**config.mk**
```make
export PLATFORM = sky130hd
export DESIGN_NAME = fb_scroll_controller
export DESIGN_NICKNAME = d
export VERILOG_FILES = /design/src/rtl/fb_scroll_controller.sv
export SDC_FILE = /design/constraint.sdc
export NUM_CORES = 1
export LEC_CHECK = 0
export ABC_AREA = 1
export CAP_MARGIN = 20
export CORE_ASPECT_RATIO = 2
export CORE_MARGIN = 8
export CORE_UTILIZATION = 42
export CTS_BUF_LIST = sky130_fd_sc_hd__clkbuf_4 sky130_fd_sc_hd__clkbuf_8 sky130_fd_sc_hd__clkbuf_16
export DETAILED_ROUTE_END_ITERATION = 7
export HOLD_SLACK_MARGIN = 0.1
export PLACE_DENSITY = 0.78
export RECOVER_POWER = 25
export REMOVE_ABC_BUFFERS = 1
export SYNTH_ARGS = -nofsm -noshare
export SYNTH_HDL_FRONTEND = slang
export SYNTH_SLANG_ARGS = --single-unit
export TNS_END_PERCENT = 20
```
**constraint.sdc**
```tcl
create_clock -name clk -period 1.7 [get_ports clk]
set_input_delay 0.34 -clock clk [delete_from_list [all_inputs] [get_ports clk]]
set_output_delay 0.34 -clock clk [all_outputs]
set_load 0.01 [all_outputs]
```
**src/rtl/fb_scroll_controller.sv**
```systemverilog
// Framebuffer port-A owner: arbitrates the RAM between CPU accesses and a
// fill/scroll engine that clears the screen or scrolls the text up one row.
//
// state     | meaning
// ----------+-----------------------------------------------------------
// S_IDLE    | no operation; waiting for a start command
// S_FILL    | write FILL word to idx on each engine grant
// S_SCR_RD  | read word one row below idx on engine grant
// S_SCR_CAP | capture ram_q into hold (no grant needed)
// S_SCR_WR  | write hold to idx on engine grant
// S_FINISH  | one-cycle done pulse, busy already low
module fb_scroll_controller #(
  parameter int COLS = 80,
  parameter int ROWS = 25
) (
  input  logic        clk,
  input  logic        reset_n,
  input  logic        fb_cs,
  input  logic        fb_access,
  output logic        fb_ack,
  input  logic [10:0] fb_addr,
  input  logic        fb_wr_en,
  input  logic [15:0] fb_data_in,
  input  logic [1:0]  fb_bytesel,
  output logic [15:0] fb_data_out,
  input  logic        ctl_cs,
  input  logic        ctl_access,
  output logic        ctl_ack,
  input  logic        ctl_addr,
  input  logic        ctl_wr_en,
  input  logic [15:0] ctl_data_in,
  output logic [15:0] ctl_data_out,
  output logic [10:0] ram_addr,
  output logic [15:0] ram_data,
  output logic [1:0]  ram_bytesel,
  output logic        ram_wren,
  input  logic [15:0] ram_q,
  output logic        busy,
  output logic        done
);

  typedef enum logic [2:0] {
    S_IDLE, S_FILL, S_SCR_RD, S_SCR_CAP, S_SCR_WR, S_FINISH
  } state_t;

  localparam logic [10:0] COLS_A     = 11'(COLS);
  localparam logic [10:0] LAST_A     = 11'(COLS * ROWS - 1);
  localparam logic [10:0] SCR_LAST_A = 11'(COLS * (ROWS - 1) - 1);
  localparam logic [10:0] BOTTOM_A   = 11'(COLS * (ROWS - 1));

  state_t      state, state_nxt;
  logic [10:0] idx, idx_nxt;
  logic [15:0] hold, hold_nxt;
  logic [15:0] fill_reg;
  logic [15:0] ctl_rdata;
  logic        fb_rd_ack;
  logic        cpu_req, cpu_grant, eng_want, eng_grant;
  logic        ctl_req, cmd_wr, start_fill, start_scroll;

  // The ack cycle masks the CPU request, so the CPU never wins two cycles
  // running; the busy term keeps the engine's slot explicit regardless.
  assign cpu_req      = fb_access & fb_cs & ~fb_ack;
  assign cpu_grant    = cpu_req & ~(busy & fb_ack);
  assign eng_want     = (state == S_FILL) | (state == S_SCR_RD) | (state == S_SCR_WR);
  assign eng_grant    = eng_want & ~cpu_grant;
  assign ctl_req      = ctl_access & ctl_cs & ~ctl_ack;
  assign cmd_wr       = ctl_req & ctl_wr_en & ~ctl_addr & ~busy;
  assign start_fill   = cmd_wr & ctl_data_in[0];
  assign start_scroll = cmd_wr & ctl_data_in[1] & ~ctl_data_in[0];

  // Engine state and datapath registers.
  always_ff @(posedge clk or negedge reset_n) begin
    if (!reset_n) begin
      state <= S_IDLE;
      idx   <= '0;
      hold  <= '0;
    end else begin
      state <= state_nxt;
      idx   <= idx_nxt;
      hold  <= hold_nxt;
    end
  end

  // Engine next-state and index/hold update.
  always_comb begin
    state_nxt = state;
    idx_nxt   = idx;
    hold_nxt  = hold;
    case (state)
      S_IDLE, S_FINISH: begin
        if (start_fill) begin
          state_nxt = S_FILL;
          idx_nxt   = '0;
        end else if (start_scroll) begin
          state_nxt = S_SCR_RD;
          idx_nxt   = '0;
        end else begin
          state_nxt = S_IDLE;
        end
      end
      S_FILL: begin
        if (eng_grant) begin
          idx_nxt = idx + 11'd1;
          if (idx == LAST_A) state_nxt = S_FINISH;
        end
      end
      S_SCR_RD: begin
        if (eng_grant) state_nxt = S_SCR_CAP;
      end
      S_SCR_CAP: begin
        // ram_q carries the engine's read even if the CPU owns this cycle.
        hold_nxt  = ram_q;
        state_nxt = S_SCR_WR;
      end
      S_SCR_WR: begin
        if (eng_grant) begin
          if (idx == SCR_LAST_A) begin
            state_nxt = S_FILL;
            idx_nxt   = BOTTOM_A;
          end else begin
            state_nxt = S_SCR_RD;
            idx_nxt   = idx + 11'd1;
          end
        end
      end
      default: state_nxt = S_IDLE;
    endcase
  end

  // Status outputs and the RAM port mux driven from the grant decision.
  always_comb begin
    busy        = (state != S_IDLE) && (state != S_FINISH);
    done        = (state == S_FINISH);
    ram_addr    = '0;
    ram_data    = '0;
    ram_bytesel = '0;
    ram_wren    = 1'b0;
    if (cpu_grant) begin
      ram_addr    = fb_addr;
      ram_data    = fb_data_in;
      ram_bytesel = fb_bytesel;
      ram_wren    = fb_wr_en;
    end else if (eng_grant) begin
      case (state)
        S_FILL: begin
          ram_addr    = idx;
          ram_data    = fill_reg;
          ram_bytesel = 2'b11;
          ram_wren    = 1'b1;
        end
        S_SCR_RD: begin
          ram_addr = idx + COLS_A;
        end
        S_SCR_WR: begin
          ram_addr    = idx;
          ram_data    = hold;
          ram_bytesel = 2'b11;
          ram_wren    = 1'b1;
        end
        default: ram_addr = '0;
      endcase
    end
  end

  // CPU/control acks, control read capture and the FILL register.
  always_ff @(posedge clk or negedge reset_n) begin
    if (!reset_n) begin
      fb_ack    <= 1'b0;
      fb_rd_ack <= 1'b0;
      ctl_ack   <= 1'b0;
      ctl_rdata <= '0;
      fill_reg  <= 16'h0720;
    end else begin
      fb_ack    <= cpu_grant;
      fb_rd_ack <= cpu_grant & ~fb_wr_en;
      ctl_ack   <= ctl_req;
      if (ctl_req) ctl_rdata <= ctl_wr_en ? 16'h0000 : (ctl_addr ? fill_reg : {15'b0, busy});
      if (ctl_req && ctl_wr_en && ctl_addr && !busy) fill_reg <= ctl_data_in;
    end
  end

  assign fb_data_out  = fb_rd_ack ? ram_q : 16'h0000;
  assign ctl_data_out = ctl_ack ? ctl_rdata : 16'h0000;

endmodule

```
==> impl_metrics.csv, run 1 <==
group,metric,value,unit
outcome,status,"finished with violations",
outcome,violations,"setup timing",
placed_design,place_inst,845,
grt,grt_usage,23.64,%
timing,clock_skew,0.002889,ns
timing,drv_slew,0,
finish,fin_area,6579,sq um
grt,grt_max_degree,66,
pwr,p_leak,3.656,nW
clocking,htree_levels,3,
grt,met3_usage,4.780,%
floorplanning,coreArea,9259,sq um
grt,grt_pass1_vias,4915,
finish,mostFrequentLayoutCell,"nand2_1",
finish,layout_common_cells,"nand2_1, buf_4, inv_1",
timing,slew_headroom,39.25,%
drt,routed_via_density,5.244,
pwr,pwr-share-clk,21.8,%
clocking,cts_sinks,65,
placed_design,placed_cell_area,5873,sq um
synthesis,synthCells,559,
timing,hold_violations,0,
synthesis,postSynthAreaPerCell,7.057,sq um
drt,drcViolationCount,0,
synthesis,ys_warn_count,0,
timing,fin_crit_sh,136.6,%
floorplanning,row_count,50,
clocking,cts-buffers-inserted,9,
clocking,clock_latency,0.33,ns
setup_path,slowest_stage,"dfrtp_1",
grt,grt_busiest_layer,"met2",
pwr,ir_worst_vdd,0.8057,mV
setup_path,cpMostUsedCell,"nand2_4",
floorplanning,dieArea,12940,sq um
placed_design,port-buffer-count,135,
setup_path,critPathKind,"flop to output pin",
setup_path,rr_startpoint,"state[0]",
drt,wl_per_cell,17.69,microns
grt,grtUsageMet1,21.57,%
drt,ant_nets,0,
timing,tightest_slew,0.9113,ns
finish,drive_gt1_share,28.08,%
clocking,cts_tree,"yes",
hold_path,hold_path.class,"flop to flop",
floorplanning,die_w,84.53,microns
pwr,seq_power_share,28.0,%
pwr,powerDensity,1330,nW/um^2
timing,min_period,2.322,ns
finish,fin_util,71.05,%
pwr,switchingPower,3.236,mW
drt,dr.pass1.iters,5,
pwr,power_frac_comb,50.2,%
run,cap_violations,0,
setup_path,crit_required,1.36,ns
synthesis,ys_ff_latch,65,
timing,setup_ws,-0.6216,ns
floorplanning,start_util,42.61,%
setup_path,cp_cell_sequence,"inv_2 > nand2_4 > nor2_4 > nor2_8 > nand2_4 > nand2_4 > clkinv_4 > buf_12 > buf_6 > buf_6 > nand2_4 > nand2_2 > buf_6",
finish,fin_cells,891,
setup_path,endpoint_kind,"output pin",
drt,wirelength,15770,microns
grt,overflow,0,
finish,fillCellCount,712,
setup_path,startpoint_type,"flop",
drt,drtIter0Drc,332,
finish,final_nets,855,
setup_path,cp_top_family,"buffers and inverters",
placed_design,pre_cts_slack,-0.7441,ns
clocking,cts.clk_slew.worst_paths,0.05,ns
setup_path,cp_max_fo,6,
pwr,p_int,5.511,mW
clocking,root_buffer,"clkbuf_16",
timing,clock.fmax,430.7,MHz
clocking,cts.path.max_buffers,2,
setup_path,worstSetupStartpoint,"state[2]",
finish,antennaDiodeCount,0,
floorplanning,die_h,153.1,microns
finish,syn_to_final_growth,66.76,%
hold_path,worstHoldStart,"ctl_rdata[2]",
pwr,p_sw_share,37.00,%
setup_path,critPathBufInv,6,
grt,grt_pass1_wl,24260,microns
setup_path,critPathMaxStageDelay,0.44,ns
grt,antenna_found_initial,0,
synthesis,syn_area,3945,sq um
timing,rsz0062_at_grt,"yes",
timing,holdWs,0.4842,ns
setup_path,arrival,1.98,ns
timing,finalSetupViolations,53,
floorplanning,pin_count,136,
synthesis,synth_cell_types,32,
grt,grtUsageMet2,46.28,%
drt,vias,4672,
placed_design,dp_hpwl,10490,microns
placed_design,place_congestion,0.9112,
synthesis,yosysSeqAreaShare,41.36,%
Yosys cell counts:
library cell,number,share of area (%)
nand2_1,231,22
inv_1,72,6.9
dfrtp_1,61,39
o21ai_0,44,5.6
nand3_1,24,3.0
nor2_1,21,2.0
clkbuf_1,18,1.7
mux2_2,16,4.6
a22o_1,15,3.3
a21oi_1,12,1.5
inv_2,7,0.67
buf_4,5,0.95
dfstp_2,4,2.7
buf_6,3,0.86
ha_1,3,0.95
o211ai_1,3,0.57
a22oi_1,2,0.38
nand4_1,2,0.32
o21ai_1,2,0.25
xor2_1,2,0.44
a21boi_0,1,0.19
a21oi_2,1,0.22
buf_2,1,0.13
clkinv_2,1,0.13
nand2_2,1,0.16
nand3b_1,1,0.19
nor2_4,1,0.29
nor2_8,1,0.51
nor3_2,1,0.25
o21ai_2,1,0.22
o22ai_1,1,0.16
xnor2_1,1,0.22
per-layer routing:
layer | vias to the layer above | routed length (microns)
li1 | 2189 | -
met1 | 2243 | 5333
met2 | 191 | 9070
met3 | 49 | 757
met4 | 0 | 603
met5 | - | 0
cell type report:
type	count	area, sq um	area share [%]
tap	104	130.1	1.978
clock inverter	4	51.30	0.7798
inverter	80	310.3	4.717
clock buffer	12	260.3	3.956
sequential	65	1633	24.82
timing repair buffer	239	2163	32.88
multi-input combinational	387	2031	30.87
worst paths after layout:
path | end | slack [ns] | depth (start not counted)
max | ram_data[14] | -0.62 | 13
min | ctl_rdata[2] | 0.48 | 2
max reg2reg | idx[6] | -0.41 | 15
min reg2reg | ctl_rdata[2] | 0.48 | 2
max in group asynchronous | state[0] | 0.27 | 3
min in group asynchronous | idx[9] | 0.77 | 3
worst reg2reg max path, cell delays in order (launching register included):
cell,delay [ns]
dfrtp_2,0.47
nor2_4,0.12
nand2_2,0.08
buf_4,0.15
buf_6,0.11
buf_6,0.10
buf_6,0.10
buf_6,0.10
buf_6,0.10
buf_6,0.10
buf_6,0.10
buf_6,0.10
buf_6,0.12
a22oi_2,0.14
nand3_1,0.08
nand2_1,0.06
kinds of logic (layout without fill, tap and decap cells):
group	count (synthesis)	in the layout	synth area share, %
buffers and inverters	107	335	11.29
adders and majority gates	3	3	0.9516
DFF	65	65	41.36
and+or+nand+nor	283	283	28.73
muxes	16	16	4.567
AOI/OAI and AO/OA	82	82	12.43
xor gates and xnor gates	3	3	0.6662
power groups by stage:
stage               Sequential, mW  Combinational (mW)  Clock (mW)
finish                        2.45                4.39        1.91
global route                  2.50                4.69        1.98
CTS                           2.40                3.90        1.90
detailed placement            2.42                3.13           0
global placement              2.38                3.06           0
floorplan                     2.34                1.49           0
repair_timing:
action | in CTS | in global routing
gates resized for setup | 216 | 46
setup buffers | 21 | 6
pin swaps | 25 | 13
hold buffers | 1 | 0
gates cloned | 2 | 0
hold endpoints to repair | 61 | 0
endpoints found under the setup margin | 76 | 63
stage by stage:
stage	setup TNS [ns]	power, mW
final	-18.44	8.747
after global routing	-23.45	9.173
after CTS	-14.48	8.202
after detailed placement	-26.02	5.546
after global placement	-22.88	5.434
after floorplan	-47.31	3.834
(Power assumes the default switching activity.)
==> run 2: changes to the inputs <==
CORE_UTILIZATION = 58   (was 42)
DONT_BUFFER_PORTS = 1   (was default)
HOLD_SLACK_MARGIN = 0.06   (was 0.1)
PLACE_DENSITY = 0.76   (was 0.78)
==> run 2 against run 1 <==
The run ends with hold timing, setup timing left; register-to-register slack improved by 0.45 ns; combinational power decreased by 32%; via count decreased by 19%; die area decreased by 24%; sequential power decreased by 2%; critical endpoint is now ram_addr[5]; largest cell class is now multi-input combinational cells.
==> impl_metrics.csv, run 2 (synthesized netlist as in run 1, its figures left out) <==
group,metric,value,unit
clocking,htree_levels,3,
pwr,p_leak,2.601,nW
drt,routed_via_density,5.518,
timing,drv_slew,0,
timing,hold_violations,65,
timing,slew_headroom,72.99,%
floorplanning,dieArea,9857,sq um
setup_path,slowest_stage,"dfrtp_1",
setup_path,cp_max_fo,4,
floorplanning,start_util,59.58,%
finish,final_nets,668,
grt,grt_usage,24.58,%
floorplanning,row_count,42,
grt,grt_pass1_vias,3933,
grt,antenna_found_initial,0,
run,cap_violations,0,
setup_path,reg2reg_depth,10,
pwr,pwr-share-clk,25.8,%
setup_path,startpoint_type,"flop",
setup_path,critPathMaxStageDelay,0.43,ns
finish,fin_cells,687,
drt,wirelength,11810,microns
clocking,clock_latency,0.33,ns
setup_path,arrival,1.75,ns
grt,grt_pass1_wl,18640,microns
placed_design,place_inst,667,
timing,clock_skew,0.006148,ns
grt,grt_max_degree,66,
outcome,violations,"hold timing, setup timing",
setup_path,crit_required,1.36,ns
drt,ant_nets,0,
drt,dr.pass1.iters,4,
clocking,cts_sinks,65,
floorplanning,die_h,132.6,microns
clocking,cts-buffers-inserted,9,
floorplanning,pin_count,136,
drt,wl_per_cell,17.18,microns
timing,tightest_slew,0.4052,ns
finish,fin_util,72.66,%
pwr,p_sw_share,36.21,%
clocking,cts.clk_slew.worst_paths,0.05,ns
pwr,total_power,7.280,mW
clocking,cts.path.max_buffers,2,
pwr,ir_worst_vdd,0.9223,mV
pwr,power_frac_comb,41.2,%
finish,mostFrequentLayoutCell,"nand2_1",
outcome,status,"finished with violations",
setup_path,endpoint_kind,"output pin",
placed_design,dp_hpwl,8450,microns
timing,min_period,2.092,ns
finish,drive_gt1_share,22.87,%
hold_path,hold_path.class,"primary input to async pin",
finish,layout_common_cells,"nand2_1, inv_1, dfrtp_1",
placed_design,place_congestion,0.9654,
grt,overflow,0,
finish,syn_to_final_growth,21.95,%
floorplanning,coreArea,6621,sq um
pwr,p_int,4.644,mW
pwr,switchingPower,2.636,mW
timing,setup_ws,-0.3923,ns
drt,drtIter0Drc,256,
finish,antennaDiodeCount,0,
setup_path,cp_cell_sequence,"buf_4 > nand2_2 > inv_2 > nor2_8 > buf_4 > inv_2 > a22oi_1 > o21ai_2 > buf_4",
timing,fin_crit_sh,123.1,%
pwr,seq_power_share,33.0,%
clocking,root_buffer,"clkbuf_16",
timing,finalSetupViolations,31,
timing,rsz0062_at_grt,"yes",
drt,vias,3791,
floorplanning,die_w,74.32,microns
placed_design,pre_cts_slack,-0.1120,ns
setup_path,cpMostUsedCell,"buf_4",
timing,clock.fmax,478.0,MHz
pwr,powerDensity,1513,nW/um^2
timing,holdWs,-0.2984,ns
drt,drcViolationCount,0,
clocking,cts_tree,"yes",
placed_design,port-buffer-count,0,
setup_path,critPathKind,"flop to output pin",
## run 2: worst max-delay path: cells and delay by family, from the launching register on
kind | cells | cell delay (ns)
compound gates | 2 | 0.24
buf+inv | 5 | 0.56
flops | 1 | 0.43
simple gates | 2 | 0.18
## run 2: per-stage QoR
step,TNS (ns),instance area (sq um)
3_5_place_dp,-2.282,4292
5_1_grt,-13.23,4811
6_report,-10.38,4811
2_1_floorplan,-47.31,3801
3_3_place_gp,-0.5533,4292
4_1_cts,-10.41,4705
## run 2: final timing paths
kind                              start       endpoint  slack [ns]
max reg2reg                    state[2]         idx[7]        0.04
max in group asynchronous       reset_n    fill_reg[5]        1.80
min in group clk               fb_wr_en      fb_rd_ack        0.08
min                             reset_n  ctl_rdata[14]       -0.30
min reg2reg                ctl_rdata[0]   ctl_rdata[0]        0.48
max                            state[2]    ram_addr[5]       -0.39
## run 2: layout make-up
cell class,instances,area [sq um]
timing repair buffer,52,462.9
inverter,80,310.3
clock inverter,2,37.54
clock buffer,13,267.8
multi-input combinational,387,1988
fill,553,1810
sequential,65,1634
tap,88,110.1
## run 2: power by group through the flow
stage          Clock, mW  Sequential [mW]  Combinational (mW)
5_1_grt             1.99             2.46                3.24
3_3_place_gp           0             2.37                2.48
2_1_floorplan          0             2.34                1.49
4_1_cts             1.90             2.39                2.73
6_report            1.88             2.40                3.00
3_5_place_dp           0             2.40                2.53
## run 2: per-layer routing
metal,vias up,track usage (%),share of wire (%)
met5,-,0,0
met4,0,13.63,4.3
met3,39,5.980,6.5
met2,161,44.98,55
met1,1780,23.32,34
li1,1811,-,-
## run 2: timing repair
item / CTS / global route
gates resized for setup: 31 / 27
endpoints found under the setup margin: 31 / 58
endpoints found under the hold margin: 65 / 65
buffers inserted: 4 / 1
cloned: 0 / 1
pin swaps: 4 / 2
